**src/rtl/booth_div_pkg.sv**
```systemverilog
`default_nettype none
// ============================================================================
// Module      : booth_div_pkg
// Description : Shared types and helpers for the sequential signed divider.
// Revision    : 1.0 - initial release
// ============================================================================
package booth_div_pkg;

    typedef enum logic [1:0] {
        IDLE = 2'd0,
        ITER = 2'd1,
        FIX  = 2'd2,
        DONE = 2'd3
    } div_state_e;

    localparam int MAX_WIDTH = 32;
    // Wide enough to hold an iteration count of WIDTH for any legal WIDTH.
    localparam int CNT_W     = $clog2(MAX_WIDTH + 1);

    // Operands arrive sign-extended to MAX_WIDTH; callers truncate the result.
    function automatic logic [MAX_WIDTH-1:0] abs_val(input logic [MAX_WIDTH-1:0] v);
        return v[MAX_WIDTH-1] ? -v : v;
    endfunction

    function automatic logic [MAX_WIDTH-1:0] cond_neg(input logic [MAX_WIDTH-1:0] v,
                                                      input logic                 neg);
        return neg ? -v : v;
    endfunction

endpackage
`default_nettype wire

```
**src/rtl/booth_divider_seq_step.sv**
```systemverilog
`default_nettype none
// ============================================================================
// Module      : div_restore_step
// Description : One combinational restoring-division iteration on magnitudes.
// Revision    : 1.0 - initial release
// ============================================================================
module div_restore_step #(
    parameter int WIDTH = 4
) (
    input  logic [WIDTH:0]   a_i,
    input  logic [WIDTH-1:0] q_i,
    input  logic [WIDTH-1:0] d_i,
    output logic [WIDTH:0]   a_o,
    output logic [WIDTH-1:0] q_o
);

    logic [WIDTH+1:0] w_a_sh;
    logic [WIDTH+1:0] w_trial;
    logic             w_fit;

    // One guard bit above A so the trial sign is never lost on the shift.
    assign w_a_sh  = {a_i, q_i[WIDTH-1]};
    assign w_trial = w_a_sh - {2'b00, d_i};
    assign w_fit   = ~w_trial[WIDTH+1];

    assign a_o = w_fit ? w_trial[WIDTH:0] : w_a_sh[WIDTH:0];
    assign q_o = {q_i[WIDTH-2:0], w_fit};

endmodule
`default_nettype wire

```
**src/rtl/booth_divider_seq.sv**
```systemverilog
`default_nettype none
// ============================================================================
// Module      : booth_divider_seq
// Description : Sequential signed restoring divider with start/done handshake.
//               Optional macro DIVIDER_OVF_DETECT_EN short-cuts MIN / -1.
// Revision    : 1.0 - initial release
// ============================================================================
module booth_divider_seq
    import booth_div_pkg::*;
#(
    parameter int WIDTH = 4
) (
    input  logic             clk,
    input  logic             reset,
    input  logic             start,
    input  logic [WIDTH-1:0] dividend,
    input  logic [WIDTH-1:0] divisor,
    output logic             busy,
    output logic             done,
    output logic [WIDTH-1:0] quotient,
    output logic [WIDTH-1:0] remainder,
    output logic             div_by_zero,
    output logic             ovf
);

    div_state_e       state_q, state_d;
    logic [WIDTH:0]   a_q, a_d;
    logic [WIDTH-1:0] qr_q, qr_d;
    logic [WIDTH-1:0] dvs_q, dvs_d;
    logic [CNT_W-1:0] cnt_q, cnt_d;
    logic             negq_q, negq_d;
    logic             negr_q, negr_d;
    logic [WIDTH-1:0] quot_q, quot_d;
    logic [WIDTH-1:0] rem_q, rem_d;
    logic             dbz_q, dbz_d;
`ifdef DIVIDER_OVF_DETECT_EN
    localparam logic [WIDTH-1:0] c_most_neg = {1'b1, {(WIDTH-1){1'b0}}};
    logic             ovf_q, ovf_d;
`endif

    logic [WIDTH:0]   w_step_a;
    logic [WIDTH-1:0] w_step_q;

    div_restore_step #(.WIDTH(WIDTH)) u_step (
        .a_i (a_q),
        .q_i (qr_q),
        .d_i (dvs_q),
        .a_o (w_step_a),
        .q_o (w_step_q)
    );

    always_ff @(posedge clk or negedge reset) begin
        if (!reset) begin
            state_q <= IDLE;
            a_q     <= '0;
            qr_q    <= '0;
            dvs_q   <= '0;
            cnt_q   <= '0;
            negq_q  <= 1'b0;
            negr_q  <= 1'b0;
            quot_q  <= '0;
            rem_q   <= '0;
            dbz_q   <= 1'b0;
`ifdef DIVIDER_OVF_DETECT_EN
            ovf_q   <= 1'b0;
`endif
        end else begin
            state_q <= state_d;
            a_q     <= a_d;
            qr_q    <= qr_d;
            dvs_q   <= dvs_d;
            cnt_q   <= cnt_d;
            negq_q  <= negq_d;
            negr_q  <= negr_d;
            quot_q  <= quot_d;
            rem_q   <= rem_d;
            dbz_q   <= dbz_d;
`ifdef DIVIDER_OVF_DETECT_EN
            ovf_q   <= ovf_d;
`endif
        end
    end

    always_comb begin
        state_d = state_q;
        a_d     = a_q;
        qr_d    = qr_q;
        dvs_d   = dvs_q;
        cnt_d   = cnt_q;
        negq_d  = negq_q;
        negr_d  = negr_q;
        quot_d  = quot_q;
        rem_d   = rem_q;
        dbz_d   = dbz_q;
`ifdef DIVIDER_OVF_DETECT_EN
        ovf_d   = ovf_q;
`endif
        unique case (state_q)
            IDLE: begin
                if (start) begin
                    dbz_d = 1'b0;
`ifdef DIVIDER_OVF_DETECT_EN
                    ovf_d = 1'b0;
`endif
                    if (divisor == '0) begin
                        state_d = DONE;
                        quot_d  = '1;
                        rem_d   = dividend;
                        dbz_d   = 1'b1;
                    end
`ifdef DIVIDER_OVF_DETECT_EN
                    else if (dividend == c_most_neg && divisor == '1) begin
                        state_d = DONE;
                        quot_d  = dividend;
                        rem_d   = '0;
                        ovf_d   = 1'b1;
                    end
`endif
                    else begin
                        // Magnitude of MIN fits as an unsigned WIDTH-bit value.
                        a_d     = '0;
                        qr_d    = WIDTH'(abs_val(MAX_WIDTH'(signed'(dividend))));
                        dvs_d   = WIDTH'(abs_val(MAX_WIDTH'(signed'(divisor))));
                        negq_d  = dividend[WIDTH-1] ^ divisor[WIDTH-1];
                        negr_d  = dividend[WIDTH-1];
                        cnt_d   = CNT_W'(WIDTH);
                        state_d = ITER;
                    end
                end
            end
            ITER: begin
                a_d   = w_step_a;
                qr_d  = w_step_q;
                cnt_d = cnt_q - CNT_W'(1);
                if (cnt_q == CNT_W'(1)) begin
                    state_d = FIX;
                end
            end
            FIX: begin
                quot_d  = WIDTH'(cond_neg(MAX_WIDTH'(qr_q), negq_q));
                rem_d   = WIDTH'(cond_neg(MAX_WIDTH'(a_q[WIDTH-1:0]), negr_q));
                state_d = DONE;
            end
            DONE: begin
                state_d = IDLE;
            end
            default: begin
                state_d = IDLE;
            end
        endcase
    end

    assign busy        = (state_q == ITER) || (state_q == FIX);
    assign done        = (state_q == DONE);
    assign quotient    = quot_q;
    assign remainder   = rem_q;
    assign div_by_zero = dbz_q;
`ifdef DIVIDER_OVF_DETECT_EN
    assign ovf         = ovf_q;
`else
    assign ovf         = 1'b0;
`endif

endmodule
`default_nettype wire

```
**config.mk**
```make
export PLATFORM = sky130hd
export DESIGN_NAME = booth_divider_seq
export DESIGN_NICKNAME = d
export VERILOG_FILES = /design/src/rtl/booth_div_pkg.sv /design/src/rtl/booth_divider_seq_step.sv /design/src/rtl/booth_divider_seq.sv
export SDC_FILE = /design/constraint.sdc
export NUM_CORES = 1
export LEC_CHECK = 0
export BUFFER_PORTS_ARGS = -buffer_cell sky130_fd_sc_hd__clkbuf_2
export CAP_MARGIN = 20
export CORE_MARGIN = 4
export CORE_UTILIZATION = 35
export CTS_BUF_LIST = sky130_fd_sc_hd__clkbuf_4
export DETAILED_ROUTE_END_ITERATION = 10
export PLACE_DENSITY = 0.56
export SLEW_MARGIN = 5
export SYNTH_ARGS = -nofsm -noshare
export SYNTH_HDL_FRONTEND = slang
export SYNTH_SLANG_ARGS = --single-unit
```
**constraint.sdc**
```tcl
create_clock -name clk -period 2.4 [get_ports clk]
set_clock_uncertainty 0.05 [all_clocks]
set_input_delay 0.12 -clock clk [delete_from_list [all_inputs] [get_ports clk]]
set_output_delay 0.12 -clock clk [all_outputs]
set_load 0.05 [all_outputs]
```
==> results.md, run 1 <==
- Status: complete, no violations
- Seq pwr share: a little over half
- Power Density: 441.4 nW/µm²
- Syn avg cell area: 9.764 µm²
- Post-CTS Setup Inserts: 0
- Max-slew violation count: 0
- Switching pwr: between 200 and 250 µW
- Place WS: 0.2951 ns
- Core area: ~5600 µm²
- Final WL: 4160 µm
- CTS clk-pin slew, worst paths: 0.09 ns
- Setup ws final: 0.2931 ns
- Crit path DAT: 2.33 ns
- Sw Share: 23.22%
- Vias: 1,474
- Setup Total Neg Slack: 0 ns
- Syn-to-layout area delta: 14.10%
- Io pins: 23
- Async SR Flop Fraction: between 90% and 100%
- Critical path class: reg2reg
- Initial antenna violation count: 0
- Pre-Repair DR Iteration Count: 4
- Clk sinks: 32
- Share of cells above drive strength 1: 20.08%
- First-pass GRT wire length: just over 7000 µm
- Clk root buf: clkbuf_4
- RSZ-0062 raised after global routing: no
- Synthesized instance count: between 200 and 250
- Post-synth top area cell: dfrtp_1
- # DRC: 0
- Iteration-0 DRC Markers: 35
- Final antenna-violating net count: 0
- HPWL after DPL: roughly 3200 µm
- Num rows: 27
- Placer Congestion: about 0.80
- Die H: about 84 µm
- Ant diodes: 0
- CP required: 2.63 ns
- Logic pwr share: 5.5%
- Post-cts sizing count: 0
- Max VDD drop: 0.2763 mV
- Skew-Pair Late Insertion Delay: 0.36 ns
- Vias in the first global route: 1,448
- Post-synthesis cell area: 2041 µm²
- Starting Density: 36.61%
- # port buffers: 21
- Synth cell types: 45
- Largest net degree at the start of global routing: 33
- Min Tclk post-route: 2.107 ns
- Tcrit/Tclk final: between 80% and 90%
- Die ar.: slightly above 7000 µm²
- Maximum clock path buffer count: 2
- WL per Instance: about 13 µm
- Clock share of power: 41.9%
- TritonCTS clock tree: done
- Gr usage total: 12.67%
- Int Pwr: 789.1 µW
- Startpoint types: flop
- Slew headroom: 45.36%
- DR vias/cell: about 4.7
- Final setup viols: 0
- Slew @ Worst Pin: about 0.82 ns
- Dominant cells by area after synthesis: dfrtp_1 39%, ha_1 9.2%, xnor2_1 5.6%, mux2i_1 4.4%, nand2_1 3.9%
- FF+latch count, synth: 32
- Max-cap violations: 0
- GRT Residual Overflow: 0
- Min-delay worst type: in2reg
- Sequential fraction of the synthesis area: 39.24%
- CTS hold repair buffers: 2
- Max Freq: 474.6 MHz
- Final net count: 265
- CP max FO: 5
- Die Span X: ~84 µm
- Synth top area share: 39.24%
- Number of synthesized flops with an enable pin: 0
- Inserted Clock Buffers: 5
- Synth warnings: 0
- CP endpoint kind: flop
- Most used DFF post-synth: dfrtp_1
- Leakage: 0.001076 µW
- Final Hold Fails: 0
- Syn Nets: 236
- Htree depth: 2
## logic make-up after synthesis
logic type / synth area share (%)
and+or+nand+nor: 16.55
xor gates and xnor gates: 6.009
muxes: 6.990
adders and majority gates: 10.18
buffers and inverters: 5.150
other: 0.1838
AOI/OAI and AO/OA: 15.70
DFF: 39.24
## power by group through the flow
stage / Combinational, µW / Clock, µW / Sequential [µW]
final: 56.9 / 431 / 540
after global routing: 65.3 / 463 / 541
after CTS: 58.4 / 446 / 540
after detailed placement: 55.5 / 0 / 551
after global placement: 56.0 / 0 / 551
after floorplan: 23.0 / 0 / 554
## layout by cell type, fill, tap and decap left out, types with 2 or more instances in the layout
cell type / Yosys / routed
clkbuf_4: 0 / 6
o21ai_2: 2 / 2
o21ai_1: 7 / 7
dfrtp_1: 32 / 32
a21oi_1: 11 / 11
o21ai_0: 11 / 11
dlygate4sd3_1: 0 / 2
inv_1: 18 / 18
mux2_4: 2 / 2
mux2_2: 2 / 2
nor2b_1: 4 / 4
nand2_1: 21 / 21
buf_4: 1 / 4
a31oi_1: 4 / 4
nor2_1: 20 / 20
o31ai_1: 2 / 2
clkbuf_2: 0 / 21
xnor2_1: 13 / 13
nor3_1: 3 / 3
ha_1: 15 / 15
nand2b_1: 4 / 4
mux2i_1: 9 / 9
## routing by layer
metal	track usage [%]	vias to the layer above	part of all wire, %
li1	-	769	-
met1	17.63	670	50
met2	19.01	27	43
met3	3.435	8	5.4
met4	4.317	0	1.5
met5	0	-	0
## sequential cells by signal, indices dropped and copies added (netlist names)
name and flops:
div_by_zero 1, cnt_q 6, qr_q 4, quotient 4, remainder 4, dvs_q 4
negr_q 1, state_q 2, a_q 5, negq_q 1
## cell type report
cell class | instances | area (µm²)
clock buffer | 6 | 45.04
clock inverter | 2 | 35.03
fill | 562 | 3246
inverter | 18 | 67.56
multi-input combinational | 154 | 1135
sequential | 32 | 800.8
tap | 72 | 90.09
timing repair buffer | 27 | 155.1
## synthesized netlist by cell type (3+ instances only)
library cell and instances:
mux2i_1 9, a31oi_1 4, nand2b_1 4, a21oi_1 11
nor2_1 20, nand2_1 21, nor3_1 3, o21ai_1 7
dfrtp_1 32, o21ai_0 11, inv_1 18, ha_1 15
nor2b_1 4, xnor2_1 13
## through the flow
stage	cell area [µm²]	cells	utilization (%)	power [µW]	hold WS, ns
6_report	2328	311	41.77	1028	0.06323
5_1_grt	2328	311	41.77	1069	0.08051
4_1_cts	2328	311	41.77	1045	0.04851
3_5_place_dp	2228	301	39.98	606.2	0.2131
3_3_place_gp	2228	301	39.98	606.6	0.2170
2_1_floorplan	2041	209	-	576.9	-0.2256
## critical path, stage by stage, from the launching register on
cell      delay [ns]
dfrtp_1         0.44
ha_1            0.30
nor2b_2         0.17
o2111a_1        0.29
a211oi_4        0.35
mux2_4          0.33
o21ai_1         0.11
## final timing paths
| kind | endpoint | from | slack [ns] | depth (start not counted) |
|---|---|---|---|---|
| hold reg to reg | remainder[3] | remainder[3] | 0.44 | 2 |
| max in group asynchronous | cnt_q[5] | reset | 1.44 | 2 |
| setup reg to reg | a_q[0] | a_q[0] | 0.29 | 6 |
| hold / removal | dvs_q[1] | divisor[1] | 0.06 | 3 |
| setup / recovery | a_q[0] | a_q[0] | 0.29 | 6 |
| min in group asynchronous | quotient[1] | reset | 0.33 | 2 |
(Power assumes the default switching activity.)
==> inputs of run 2 (changes only) <==
--- a/config.mk
+++ b/config.mk
@@ -9,7 +9,7 @@
 export CAP_MARGIN = 20
 export CORE_MARGIN = 4
 export CORE_UTILIZATION = 35
-export CTS_BUF_LIST = sky130_fd_sc_hd__clkbuf_4
+export CTS_BUF_LIST = sky130_fd_sc_hd__clkbuf_4 sky130_fd_sc_hd__clkbuf_8
 export DETAILED_ROUTE_END_ITERATION = 10
 export PLACE_DENSITY = 0.56
 export SLEW_MARGIN = 5
==> results.md, run 2 (same netlist as run 1, synthesis figures left out) <==
- Fillers: 564 (+0.36%)
- Skew-Pair Late Insertion Delay: 0.29 ns (-0.07 ns)
- Share of cells above drive strength 1: 20.17% (+0.084 points)
- Slowest stage delay, CP: 0.43 ns (about the same)
- Max Freq: 475.2 MHz (+0.11%)
- Critical-path top delay cell: dfrtp_1
- WL per Instance: 13.52 µm (+1.1%)
- Leakage: 0.001085 µW (+0.82%)
- Critical path class: reg2reg
- Syn-to-layout area delta: 15.14%
- Die ar.: 7117 µm² (unchanged)
- Placer Congestion: 0.8001 (unchanged)
- Regs by FF count: cnt_q: 6 flops, a_q: 5 flops
- Tcrit/Tclk final: 87.69% (-0.097 points)
- Post-cts sizing count: 0 (unchanged)
- Clk root buf: clkbuf_8
- Die Span X: 84.36 µm (unchanged)
- Max FFs per register: 6 (unchanged)
- Status: complete, no violations
- TritonCTS clock tree: done
- Iteration-0 DRC Markers: 42 (+20%)
- Starting Density: 36.61% (unchanged)
- Gr usage total: 12.79% (+0.12 points)
- Number of buffers and inverters on the critical path: 0 (unchanged)
- Num rows: 27 (unchanged)
- Core area: 5574 µm² (unchanged)
- CP cell instances: ha_1 > nor2b_2 > o2111a_1 > a211oi_4 > mux2_4 > o21ai_1
- Largest Register: cnt_q
- Setup ws final: 0.2954 ns (+0.002316 ns)
- Vias in the first global route: 1,465 (+1.2%)
- Slew headroom: 46.48% (+1.1 points)
- Place WS: 0.2951 ns (unchanged)
- Min Tclk post-route: 2.105 ns (-0.002316 ns)
- Largest net degree at the start of global routing: 33 (unchanged)
- Min-delay worst type: in2reg
- Max-cap violations: 0 (unchanged)
- Final setup viols: 0 (unchanged)
- Max-slew violation count: 0 (unchanged)
- CP required: 2.56 ns (-0.07 ns)
- Final Hold Fails: 0 (unchanged)
- Vias: 1,499 (+1.7%)
- Die H: 84.36 µm (unchanged)
- Power Density: 478.7 nW/µm² (+8.4%)
- Slew @ Worst Pin: 0.8029 ns (-0.01673 ns)
- # DRC: 0 (unchanged)
- CP endpoint kind: flop
- HPWL after DPL: 3150 µm (unchanged)
- Multi-input gate area: 1135 µm² (unchanged)
- Ant diodes: 0 (unchanged)
- Final Core Density: 42.15% (+0.38 points)
- First-pass GRT wire length: 7334 µm (+1.3%)
- Startpoint types: flop
- Worst path top cell family by delay: compound AO/OA/AOI/OAI gates
- Htree depth: 2 (unchanged)
- FF/Latch Area: 800.8 µm² (unchanged)
- # port buffers: 21 (unchanged)
- Max VDD drop: 0.2699 mV (-2.3%)
- Commonest non-fill, non-tap cell in the layout: dfrtp_1
- Most frequent cells in the layout: 32 x dfrtp_1, 21 x nand2_1, 21 x clkbuf_2
- Crit path DAT: 2.27 ns (-0.06 ns)
- Clk sinks: 32 (unchanged)
- RSZ-0062 raised after global routing: no
- Final antenna-violating net count: 0 (unchanged)
- Inserted Clock Buffers: 5 (unchanged)
- Initial antenna violation count: 0 (unchanged)
- CTS clk-pin slew, worst paths: 0.06 ns (-0.03 ns)
- Maximum clock path buffer count: 2 (unchanged)
- Setup Total Neg Slack: 0 ns (unchanged)
- Io pins: 23 (unchanged)
- CP max FO: 5 (unchanged)
- Final net count: 264 (-0.38%)
- Pre-Repair DR Iteration Count: 4 (unchanged)
- Final WL: 4191 µm (+0.75%)
- GRT Residual Overflow: 0 (unchanged)
- DR vias/cell: 4.835 (+2.0%)
==> run 2: cell types whose count changed in the layout (fill, tap and decap cells not counted) <==
cell / before / now
clkbuf_4: 6 / 1
dlygate4sd3_1: 2 / 1
clkbuf_8: 0 / 5
==> run 2: layout make-up <==
type	count	share of cell area, %
multi-input combinational	154	48.30
clock inverter	2	1.491
timing repair buffer	26	6.177
sequential	32	34.08
inverter	18	2.875
tap	72	3.834
clock buffer	6	3.248
==> run 2: worst register-to-register path: cells and delay by family, from the launching register on <==
family | cells | cell delay, ns
AOI/OAI and AO/OA | 3 | 0.76
adders and majority gates | 1 | 0.30
DFF | 1 | 0.43
muxes | 1 | 0.33
and+or+nand+nor | 1 | 0.17
==> run 2: per-layer routing <==
layer  wire length (µm)  part of all wire [%]  vias to the layer above  GRT usage, %
li1                   -                     -                      766             -
met1               2041                    49                      686         17.57
met2               1823                    43                       39         19.51
met3                259                   6.2                        8         3.435
met4                 67                   1.6                        0         4.317
met5                  0                     0                        -             0
==> run 2: path summary, 6_finish.rpt <==
| kind | from | to | slack [ns] | cells past startpoint |
|---|---|---|---|---|
| worst min-delay path | divisor[0] | dvs_q[0] | 0.04 | 2 |
| worst min register to register | remainder[3] | remainder[3] | 0.43 | 2 |
| worst max register to register | a_q[0] | a_q[0] | 0.30 | 6 |
| max in group asynchronous | reset | cnt_q[5] | 1.38 | 2 |
| worst max-delay path | a_q[0] | a_q[0] | 0.30 | 6 |
| min in group asynchronous | reset | quotient[1] | 0.40 | 2 |
==> run 2: per-stage QoR <==
step	power (µW)	hold WS (ns)	area, µm²	std cells
finish	1125	0.03639	2350	310
floorplan	576.9	-0.2256	2041	209
global route	1168	0.03872	2350	310
detailed placement	606.2	0.2131	2228	301
global placement	606.6	0.2170	2228	301
CTS	1147	0.02690	2350	310
==> run 2: timing repair <==
item                      CTS  global route
hold buffers                1             0
hold endpoints to repair   32             0
buffers inserted            0             0
==> run 2: power breakdown <==
group	leakage [µW]	internal [µW]	switching, µW
clock	0.0000586	319	210
sequential	0.000371	540	0.402
combinational	0.000655	18.8	36.5
total	0.00108	878	247
==> inputs of run 3 (changes only) <==
==> constraint.sdc (replaced) <==
create_clock -name clk -period 2.08 [get_ports clk]
set_clock_uncertainty 0.05 [all_clocks]
set_input_delay 0.416 -clock clk [delete_from_list [all_inputs] [get_ports clk]]
set_output_delay 0.416 -clock clk [all_outputs]
set_load 0.05 [all_outputs]
==> results.md, run 3 (same netlist as run 1, synthesis figures left out) <==
- Final net count: 276 (+4.5%)
- Commonest non-fill, non-tap cell in the layout: dfrtp_1
- Placed Area: 2311 µm² (+3.7%)
- Largest Register: cnt_q
- Ant diodes: 0 (unchanged)
- CP required: 2.24 ns (-0.32 ns)
- Regs by FF count: cnt_q: 6 flops, a_q: 5 flops
- Critical path class: reg2reg
- Inserted Clock Buffers: 5 (unchanged)
- GRT Residual Overflow: 0 (unchanged)
- Final antenna-violating net count: 0 (unchanged)
- CP max FO: 3 (-2)
- Power Density: 500.1 nW/µm² (+4.5%)
- Crit path DAT: 2.19 ns (-0.08 ns)
- Max-cap violations: 0 (unchanged)
- Vias in the first global route: 1,515 (+3.4%)
- Die Span X: 84.36 µm (unchanged)
- Leakage: 0.001149 µW (+5.9%)
- Max VDD drop: 0.3408 mV (+26%)
- Gr usage total: 13.36% (+0.57 points)
- Final setup viols: 0 (unchanged)
- DR vias/cell: 4.807 (-0.58%)
- Min-delay worst type: in2async
- Tcrit/Tclk final: 97.43% (+9.7 points)
- Io pins: 23 (unchanged)
- Clk sinks: 32 (unchanged)
- Overall power: 1221 µW (+8.5%)
- Critical-path top delay cell: dfrtp_1
- CTS clk-pin slew, worst paths: 0.07 ns (about the same)
- Placer Congestion: 0.7404 (-7.5%)
- Skew-Pair Late Insertion Delay: 0.28 ns (about the same)
- TritonCTS clock tree: done
- RSZ-0062 raised after global routing: yes
- CTS hold repair buffers: 0 (-1)
- Htree depth: 2 (unchanged)
- Die ar.: 7117 µm² (unchanged)
- First-pass GRT wire length: 7624 µm (+4.0%)
- Final WL: 4333 µm (+3.4%)
- Slew @ Worst Pin: 0.5504 ns (-0.2525 ns)
- Max FFs per register: 6 (unchanged)
- Final Hold Fails: 0 (unchanged)
- CP cell instances: ha_1 > nor2b_4 > o2111a_2 > a211oi_4 > buf_6 > mux2_4 > o21ai_1
- # DRC: 0 (unchanged)
- Slew headroom: 63.31% (+17 points)
- Starting Density: 36.61% (unchanged)
- Vias: 1,548 (+3.3%)
- Core area: 5574 µm² (unchanged)
- Slowest stage delay, CP: 0.38 ns (-0.05 ns)
- HPWL after DPL: 3370 µm (+7.0%)
- Pre-Repair DR Iteration Count: 4 (unchanged)
- Max-slew violation count: 0 (unchanged)
- Die H: 84.36 µm (unchanged)
- # port buffers: 21 (unchanged)
- Startpoint types: flop
- Worst path top cell family by delay: compound AO/OA/AOI/OAI gates
- Iteration-0 DRC Markers: 77 (+83%)
- Share of cells above drive strength 1: 26.00% (+5.8 points)
- Clk root buf: clkbuf_8
- Largest net degree at the start of global routing: 22 (-33%)
- Num rows: 27 (unchanged)
- Max Freq: 493.5 MHz (+3.9%)
- Most frequent cells in the layout: 32 x dfrtp_1, 21 x nand2_1, 21 x clkbuf_2
- WL per Instance: 13.46 µm (-0.46%)
- Syn-to-layout area delta: 19.62%
- Final instance area: 2441 µm² (+3.9%)
- Initial antenna violation count: 0 (unchanged)
- Number of buffers and inverters on the critical path: 1 (+1)
- Min Tclk post-route: 2.026 ns (-0.07812 ns)
- Status: complete, no violations
- Maximum clock path buffer count: 2 (unchanged)
- CP endpoint kind: flop
==> run 3: metrics by stage <==
stage          TNS (ns)  hold slack [ns]  worst slack, ns  util (%)  std cells
2_1_floorplan         0          0.07041           0.1233         -        209
3_3_place_gp          0           0.3796          0.08234     41.46        312
3_5_place_dp          0           0.3784          0.07149     41.46        312
4_1_cts               0          0.07351          0.05614     43.21        320
5_1_grt        -0.02004          0.09728         -0.02004     43.79        322
6_report              0          0.05430          0.05354     43.79        322
==> run 3: power by group <==
part	switching, µW	internal (µW)	leakage (µW)
combinational	42.5	23.5	0.000726
clock	235	296	0.0000523
sequential	0.485	623	0.000371
total	278	943	0.00115
==> run 3: metal layers <==
layer  routed length [µm]  share of wire, %  track usage, %
met5                    0                 0               0
met1                 2324                54           19.72
met2                 1761                41           19.30
met3                  192               4.4           2.944
met4                   55               1.3           4.317
==> run 3: worst paths after layout <==
path                         startpoint      endpoint  slack (ns)  depth (start not counted)
max                              a_q[0]        a_q[1]        0.05                          7
min                               reset   div_by_zero        0.05                          1
max reg2reg                      a_q[0]        a_q[1]        0.05                          7
min reg2reg                remainder[3]  remainder[3]        0.43                          2
max in group asynchronous         reset   quotient[3]        1.41                          2
min in group clk             divisor[0]      dvs_q[0]        0.33                          2
==> run 3: layout make-up <==
cell class                 instances  area, µm²
multi-input combinational        154       1149
timing repair buffer              38      236.5
clock buffer                       8      97.59
tap                               72      90.09
fill                             537       3133
inverter                          18      67.56
sequential                        32      800.8
==> run 3: timing repair <==
item / in CTS / in global routing
resized for setup: 0 / 6
buffers inserted: 0 / 2
endpoints found under the setup margin: 0 / 6
